**src/rtl/imem_access_arbiter_if.sv**
```systemverilog
// Bus bundle between the instruction-memory arbiter, its two requesters
// (CPU fetch and loader/debug) and the single-port memory macro.
interface imem_access_arbiter_if #(
  parameter int ADDR_W = 10,
  parameter int DATA_W = 16
);

  // Fetch port (read-only)
  logic              fetch_req;
  logic [ADDR_W-1:0] fetch_addr;
  logic              fetch_gnt;
  logic [DATA_W-1:0] fetch_rdata;
  logic              fetch_rvalid;

  // Loader / debug port (read/write)
  logic              ld_req;
  logic              ld_we;
  logic [ADDR_W-1:0] ld_addr;
  logic [DATA_W-1:0] ld_wdata;
  logic              ld_boot_done;
  logic              ld_gnt;
  logic [DATA_W-1:0] ld_rdata;
  logic              ld_rvalid;

  // Memory macro side
  logic              mem_en;
  logic              mem_we;
  logic [ADDR_W-1:0] mem_addr;
  logic [DATA_W-1:0] mem_wdata;
  logic [DATA_W-1:0] mem_rdata;

  // Core run enable
  logic              cpu_run;

  // Arbiter view
  modport slave (
    input  fetch_req, fetch_addr,
    input  ld_req, ld_we, ld_addr, ld_wdata, ld_boot_done,
    input  mem_rdata,
    output fetch_gnt, fetch_rdata, fetch_rvalid,
    output ld_gnt, ld_rdata, ld_rvalid,
    output mem_en, mem_we, mem_addr, mem_wdata,
    output cpu_run
  );

  // Environment view (requesters + memory macro)
  modport master (
    output fetch_req, fetch_addr,
    output ld_req, ld_we, ld_addr, ld_wdata, ld_boot_done,
    output mem_rdata,
    input  fetch_gnt, fetch_rdata, fetch_rvalid,
    input  ld_gnt, ld_rdata, ld_rvalid,
    input  mem_en, mem_we, mem_addr, mem_wdata,
    input  cpu_run
  );

endinterface

```
**src/rtl/imem_access_arbiter.sv**
```systemverilog
// Arbiter sharing a single-port synchronous instruction memory between the
// CPU fetch port and the program loader. BOOT gives the loader exclusive
// access; RUN gives fetch priority with a bounded starvation count so the
// loader is guaranteed a slot.
module imem_access_arbiter #(
  parameter int ADDR_W     = 10,
  parameter int DATA_W     = 16,
  parameter int STARVE_MAX = 4
) (
  input  logic                 clk,
  input  logic                 rst_n,
  imem_access_arbiter_if.slave bus
);

  localparam int CNT_W = 4;
  localparam logic [CNT_W-1:0] STARVE_LIMIT = CNT_W'(STARVE_MAX);

  typedef enum logic {
    BOOT = 1'b0,
    RUN  = 1'b1
  } state_t;

  // Who owns the read data returning from the macro next cycle
  typedef enum logic [1:0] {
    OWN_NONE  = 2'd0,
    OWN_FETCH = 2'd1,
    OWN_LD    = 2'd2
  } owner_t;

  state_t           state_reg, state_next;
  owner_t           owner_reg, owner_next;
  logic [CNT_W-1:0] starve_cnt_reg, starve_cnt_next;

  logic              fetch_gnt;
  logic              ld_gnt;
  logic [ADDR_W-1:0] addr_sel;
  logic [DATA_W-1:0] wdata_sel;

  // State, starvation counter and read-owner registers
  always_ff @(posedge clk or negedge rst_n) begin
    if (!rst_n) begin
      state_reg      <= BOOT;
      owner_reg      <= OWN_NONE;
      starve_cnt_reg <= '0;
    end else begin
      state_reg      <= state_next;
      owner_reg      <= owner_next;
      starve_cnt_reg <= starve_cnt_next;
    end
  end

  // Grant decision, boot exit and starvation bookkeeping
  always_comb begin
    state_next = state_reg;
    fetch_gnt  = 1'b0;
    ld_gnt     = 1'b0;

    case (state_reg)
      BOOT: begin
        // Loader owns the memory; fetch is locked out until the image is in.
        ld_gnt = bus.ld_req;
        if (bus.ld_boot_done) begin
          state_next = RUN;
        end
      end
      RUN: begin
        if (bus.fetch_req && bus.ld_req) begin
          // Contention: fetch wins unless the loader has waited long enough.
          if (starve_cnt_reg == STARVE_LIMIT) begin
            ld_gnt = 1'b1;
          end else begin
            fetch_gnt = 1'b1;
          end
        end else begin
          fetch_gnt = bus.fetch_req;
          ld_gnt    = bus.ld_req;
        end
      end
      default: begin
        state_next = BOOT;
      end
    endcase

    // Count fetch wins only while the loader is actually waiting.
    starve_cnt_next = starve_cnt_reg;
    if (ld_gnt || !bus.ld_req) begin
      starve_cnt_next = '0;
    end else if (fetch_gnt && starve_cnt_reg != STARVE_LIMIT) begin
      starve_cnt_next = starve_cnt_reg + 1'b1;
    end

    // Remember which requester gets next cycle's read data; writes return nothing.
    owner_next = OWN_NONE;
    if (fetch_gnt) begin
      owner_next = OWN_FETCH;
    end else if (ld_gnt && !bus.ld_we) begin
      owner_next = OWN_LD;
    end
  end

  // Address / write-data mux from the granted requester
  always_comb begin
    addr_sel  = '0;
    wdata_sel = '0;
    if (fetch_gnt) begin
      addr_sel = bus.fetch_addr;
    end else if (ld_gnt) begin
      addr_sel  = bus.ld_addr;
      wdata_sel = bus.ld_wdata;
    end
  end

  assign bus.fetch_gnt    = fetch_gnt;
  assign bus.ld_gnt       = ld_gnt;

  assign bus.mem_en       = fetch_gnt | ld_gnt;
  assign bus.mem_we       = ld_gnt & bus.ld_we;
  assign bus.mem_addr     = addr_sel;
  assign bus.mem_wdata    = wdata_sel;

  // Read data is a straight passthrough; the owner register qualifies it.
  assign bus.fetch_rdata  = bus.mem_rdata;
  assign bus.ld_rdata     = bus.mem_rdata;
  assign bus.fetch_rvalid = (owner_reg == OWN_FETCH);
  assign bus.ld_rvalid    = (owner_reg == OWN_LD);

  assign bus.cpu_run      = (state_reg == RUN);

endmodule
```
**src/flat_wrapper.sv**
```systemverilog
// flat-port wrapper written by rule: the top's interface ports become plain ports
module imem_access_arbiter_flat 
#(
  parameter int ADDR_W     = 10,
  parameter int DATA_W     = 16,
  parameter int STARVE_MAX = 4
)
  (clk, rst_n, bus_fetch_req, bus_fetch_addr, bus_ld_req, bus_ld_we, bus_ld_addr, bus_ld_wdata, bus_ld_boot_done, bus_mem_rdata, bus_fetch_gnt, bus_fetch_rdata, bus_fetch_rvalid, bus_ld_gnt, bus_ld_rdata, bus_ld_rvalid, bus_mem_en, bus_mem_we, bus_mem_addr, bus_mem_wdata, bus_cpu_run);
  imem_access_arbiter_if #(.ADDR_W(ADDR_W), .DATA_W(DATA_W)) bus_i ();
  input  logic clk;
  input  logic rst_n;
  input wire logic [$bits(bus_i.fetch_req)-1:0] bus_fetch_req;
  input wire logic [$bits(bus_i.fetch_addr)-1:0] bus_fetch_addr;
  input wire logic [$bits(bus_i.ld_req)-1:0] bus_ld_req;
  input wire logic [$bits(bus_i.ld_we)-1:0] bus_ld_we;
  input wire logic [$bits(bus_i.ld_addr)-1:0] bus_ld_addr;
  input wire logic [$bits(bus_i.ld_wdata)-1:0] bus_ld_wdata;
  input wire logic [$bits(bus_i.ld_boot_done)-1:0] bus_ld_boot_done;
  input wire logic [$bits(bus_i.mem_rdata)-1:0] bus_mem_rdata;
  output wire logic [$bits(bus_i.fetch_gnt)-1:0] bus_fetch_gnt;
  output wire logic [$bits(bus_i.fetch_rdata)-1:0] bus_fetch_rdata;
  output wire logic [$bits(bus_i.fetch_rvalid)-1:0] bus_fetch_rvalid;
  output wire logic [$bits(bus_i.ld_gnt)-1:0] bus_ld_gnt;
  output wire logic [$bits(bus_i.ld_rdata)-1:0] bus_ld_rdata;
  output wire logic [$bits(bus_i.ld_rvalid)-1:0] bus_ld_rvalid;
  output wire logic [$bits(bus_i.mem_en)-1:0] bus_mem_en;
  output wire logic [$bits(bus_i.mem_we)-1:0] bus_mem_we;
  output wire logic [$bits(bus_i.mem_addr)-1:0] bus_mem_addr;
  output wire logic [$bits(bus_i.mem_wdata)-1:0] bus_mem_wdata;
  output wire logic [$bits(bus_i.cpu_run)-1:0] bus_cpu_run;
  assign bus_i.fetch_req = bus_fetch_req;
  assign bus_i.fetch_addr = bus_fetch_addr;
  assign bus_i.ld_req = bus_ld_req;
  assign bus_i.ld_we = bus_ld_we;
  assign bus_i.ld_addr = bus_ld_addr;
  assign bus_i.ld_wdata = bus_ld_wdata;
  assign bus_i.ld_boot_done = bus_ld_boot_done;
  assign bus_i.mem_rdata = bus_mem_rdata;
  assign bus_fetch_gnt = bus_i.fetch_gnt;
  assign bus_fetch_rdata = bus_i.fetch_rdata;
  assign bus_fetch_rvalid = bus_i.fetch_rvalid;
  assign bus_ld_gnt = bus_i.ld_gnt;
  assign bus_ld_rdata = bus_i.ld_rdata;
  assign bus_ld_rvalid = bus_i.ld_rvalid;
  assign bus_mem_en = bus_i.mem_en;
  assign bus_mem_we = bus_i.mem_we;
  assign bus_mem_addr = bus_i.mem_addr;
  assign bus_mem_wdata = bus_i.mem_wdata;
  assign bus_cpu_run = bus_i.cpu_run;
  imem_access_arbiter #(.ADDR_W(ADDR_W), .DATA_W(DATA_W), .STARVE_MAX(STARVE_MAX)) u_core (.clk(clk), .rst_n(rst_n), .bus(bus_i));
endmodule
```
**config.mk**
```make
export PLATFORM = sky130hd
export DESIGN_NAME = imem_access_arbiter_flat
export DESIGN_NICKNAME = d
export VERILOG_FILES = /design/src/rtl/imem_access_arbiter_if.sv /design/src/rtl/imem_access_arbiter.sv /design/src/flat_wrapper.sv
export SDC_FILE = /design/constraint.sdc
export NUM_CORES = 1
export LEC_CHECK = 0
export CORE_MARGIN = 1.5
export CORE_UTILIZATION = 23
export CTS_BUF_LIST = sky130_fd_sc_hd__clkbuf_8
export CTS_CLUSTER_DIAMETER = 150
export CTS_CLUSTER_SIZE = 16
export DETAILED_ROUTE_END_ITERATION = 8
export HOLD_SLACK_MARGIN = 0.06
export PLACE_DENSITY_LB_ADDON = 0.3
export SLEW_MARGIN = 20
export SYNTH_ARGS = -nofsm -noshare
export SYNTH_HDL_FRONTEND = slang
export SYNTH_SLANG_ARGS = --single-unit
```
**constraint.sdc**
```tcl
create_clock -name clk -period 1.9 [get_ports clk]
set_clock_uncertainty 0.05 [all_clocks]
set_input_delay 0.38 -clock clk [delete_from_list [all_inputs] [get_ports clk]]
set_output_delay 0.38 -clock clk [all_outputs]
set_load 0.02 [all_outputs]
```
==> metrics.txt <==
DR DRC count 0; cts hold-fix bufs 0; Setup violations, final 28; Filler cells 302; max-cap violations 0; crit share post-route 1.14; Reg2Reg Depth 5; Worst Setup End Kind primary output; Die W 61.3 µm; # IOs 123; H-Tree Depth 1; most numerous cell in the Yosys netlist buf_4; failing checks setup timing; Top FF cell, synth dfrtp_1; hpwl dp 1.79 mm; clock sinks 7; DR WL met2 1.23 mm; WP data required 1470 ps; WL met1 732 µm; vias in the first global route 695; clk_lat worst skew 230 ps; Seq cells post-synth 7; sequential power share 0.241; Pre-Repair DR Iteration Count 3; combinational share of power 0.448; Finished Layout Cells 191; placed cell count 182; P_sw 175 µW; syn_nets 152; gr ovfl total 0; biggest area consumer among synthesized cells buf_4; Leakage 0.000694 µW; CTS buffer count 3; DRT antenna net count 0; peak supply drop 0.179 mV; PortBufs 74; post-route setup slack -262 ps; Switching Share 0.271; WL met3 294 µm; initial drt markers 12; routed length per instance 11.9 µm; worst slew pin tran 317 ps; proportion of layout cells with a drive suffix above 1 0.374; CTS tree yes; outcome complete, but fails checks; cell internal pwr 472 µW; Synth Warn # 0; Die H 61.3 µm; Mean Syn Cell Area 8.49 µm²; Min-Delay Path Class in2async; Worst Path Max Fanout 8; Post-synth EDFFs 0; register area share after synthesis 0.224; clock share of power 0.311; RSZ-0062 raised after global routing true; Fin. Hold Viols 0; Post-synth top cells buf_4, and2_1, a22o_1; final hold slack 363 ps; P&R area growth vs syn 88.9%; Max Slew Vio Count 0; initial antenna violation count 0; clock tree buffer depth 2; crit path launch type register; synth top area cells buf_4, dfrtp_1, and2_1, a22o_1, ha_1; global-route wire length before repair 3.02 mm; DR vias/cell 4.13; GRT Resource Usage Total 0.108; final core utilization 0.472; Syn Inst Count 92; GPL Wtd Cong 0.742; Nets 208; Final min period 2160 ps; Max-slew headroom 0.788; max reg flops 4; area of the die 3750 µm²; CP arrival 1730 ps; total negative slack -6230 ps; cell area after synthesis 781 µm²; Cell variety after synth 20; Fmax 0.462 GHz; highest routed metal layer met4; largest net degree at the start of global routing 30; P per Cell Area 439 nW/µm²; Starting Density 0.250; Synth top area share 0.308; Core ar. 3130 µm²; n_diodes 0; crit path kind reg2out; multi-input logic area 343 µm²; root buffer cell clkbuf_8; FFs w/ async S/R, synth 1.00; final wirelength 2.28 mm; register area 175 µm²; Via Count 788; # rows 20; clock transition at the registers of the reported paths 40 ps
logic make-up after synthesis:
kind of cell / Yosys count / share of synthesized area
buffers and inverters: 39 / 0.364
AND/OR/NAND/NOR: 30 / 0.229
AO/OA/AOI/OAI: 12 / 0.128
flip-flops: 7 / 0.224
XOR/XNOR: 2 / 0.0224
adder cells (fa/ha/maj): 2 / 0.0320
stage by stage:
stage | power (µW) | worst slack, ps | cell area [µm²]
floorplan | 357 | 33.2 | 783
global placement | 429 | -590 | 1380
detailed placement | 429 | -571 | 1380
CTS | 605 | -283 | 1290
global route | 687 | -319 | 1480
finish | 647 | -262 | 1480
power groups by stage:
stage / Combinational (µW) / Sequential (µW) / Clock (µW)
after CTS: 240 / 156 / 209
after global routing: 309 / 156 / 222
final: 290 / 156 / 202
after floorplan: 199 / 158 / 0
after global placement: 271 / 158 / 0
after detailed placement: 272 / 158 / 0
cells in the final DEF (no fill, tap or decap), types with 2 or more instances in the layout:
cell type	instances
a22o_1	10
and2_1	13
and2_4	4
buf_2	12
buf_4	9
buf_6	18
clkbuf_16	2
clkbuf_8	3
clkdlybuf4s50_1	44
dfrtp_1	7
inv_1	4
nor2_1	4
nor2b_1	3
metal layers:
layer | up-vias | track usage
met4 | 0 | 0.0311
met3 | 4 | 0.0399
met1 | 352 | 0.113
met2 | 57 | 0.201
li1 | 375 | -
met5 | - | 0
worst paths after layout:
path	endpoint	startpoint	slack (ps)
max reg2reg	u_core.starve_cnt_reg[3]$_DFFE_PN0P_	u_core.starve_cnt_reg[0]$_DFFE_PN0P_	370
min	u_core.starve_cnt_reg[0]$_DFFE_PN0P_	rst_n	360
max	bus_mem_addr[0]	u_core.starve_cnt_reg[0]$_DFFE_PN0P_	-260
min reg2reg	u_core.bus.cpu_run$_DFF_PN0_	u_core.bus.cpu_run$_DFF_PN0_	450
min in group clk	u_core.bus.cpu_run$_DFF_PN0_	u_core.bus.cpu_run$_DFF_PN0_	450
max in group asynchronous	u_core.owner_reg[0]$_DFF_PN0_	rst_n	1200
what timing repair did:
action / 4_1_cts / 5_1_grt
endpoints found under the setup margin: 30 / 30
buffers inserted: 0 / 3
pin swaps: 0 / 13
cloned: 0 / 2
resized for setup: 114 / 48
final cells by class:
| type | instances | share of cell area |
|---|---|---|
| timing repair buffer | 87 | 0.573 |
| multi-input combinational | 46 | 0.232 |
| sequential | 7 | 0.119 |
| tap | 44 | 0.0373 |
| clock buffer | 3 | 0.0280 |
| inverter | 3 | 0.00763 |
| clock inverter | 1 | 0.00254 |
worst max-delay path, cell delays in order, from the launching register on:
cell     delay (ps)
dfrtp_1         340
inv_1            50
ha_2            150
and3b_2         210
o21a_4          250
buf_12          140
a22o_1          220
buf_6           140
No activity file was read; power rests on OpenSTA's default activity.
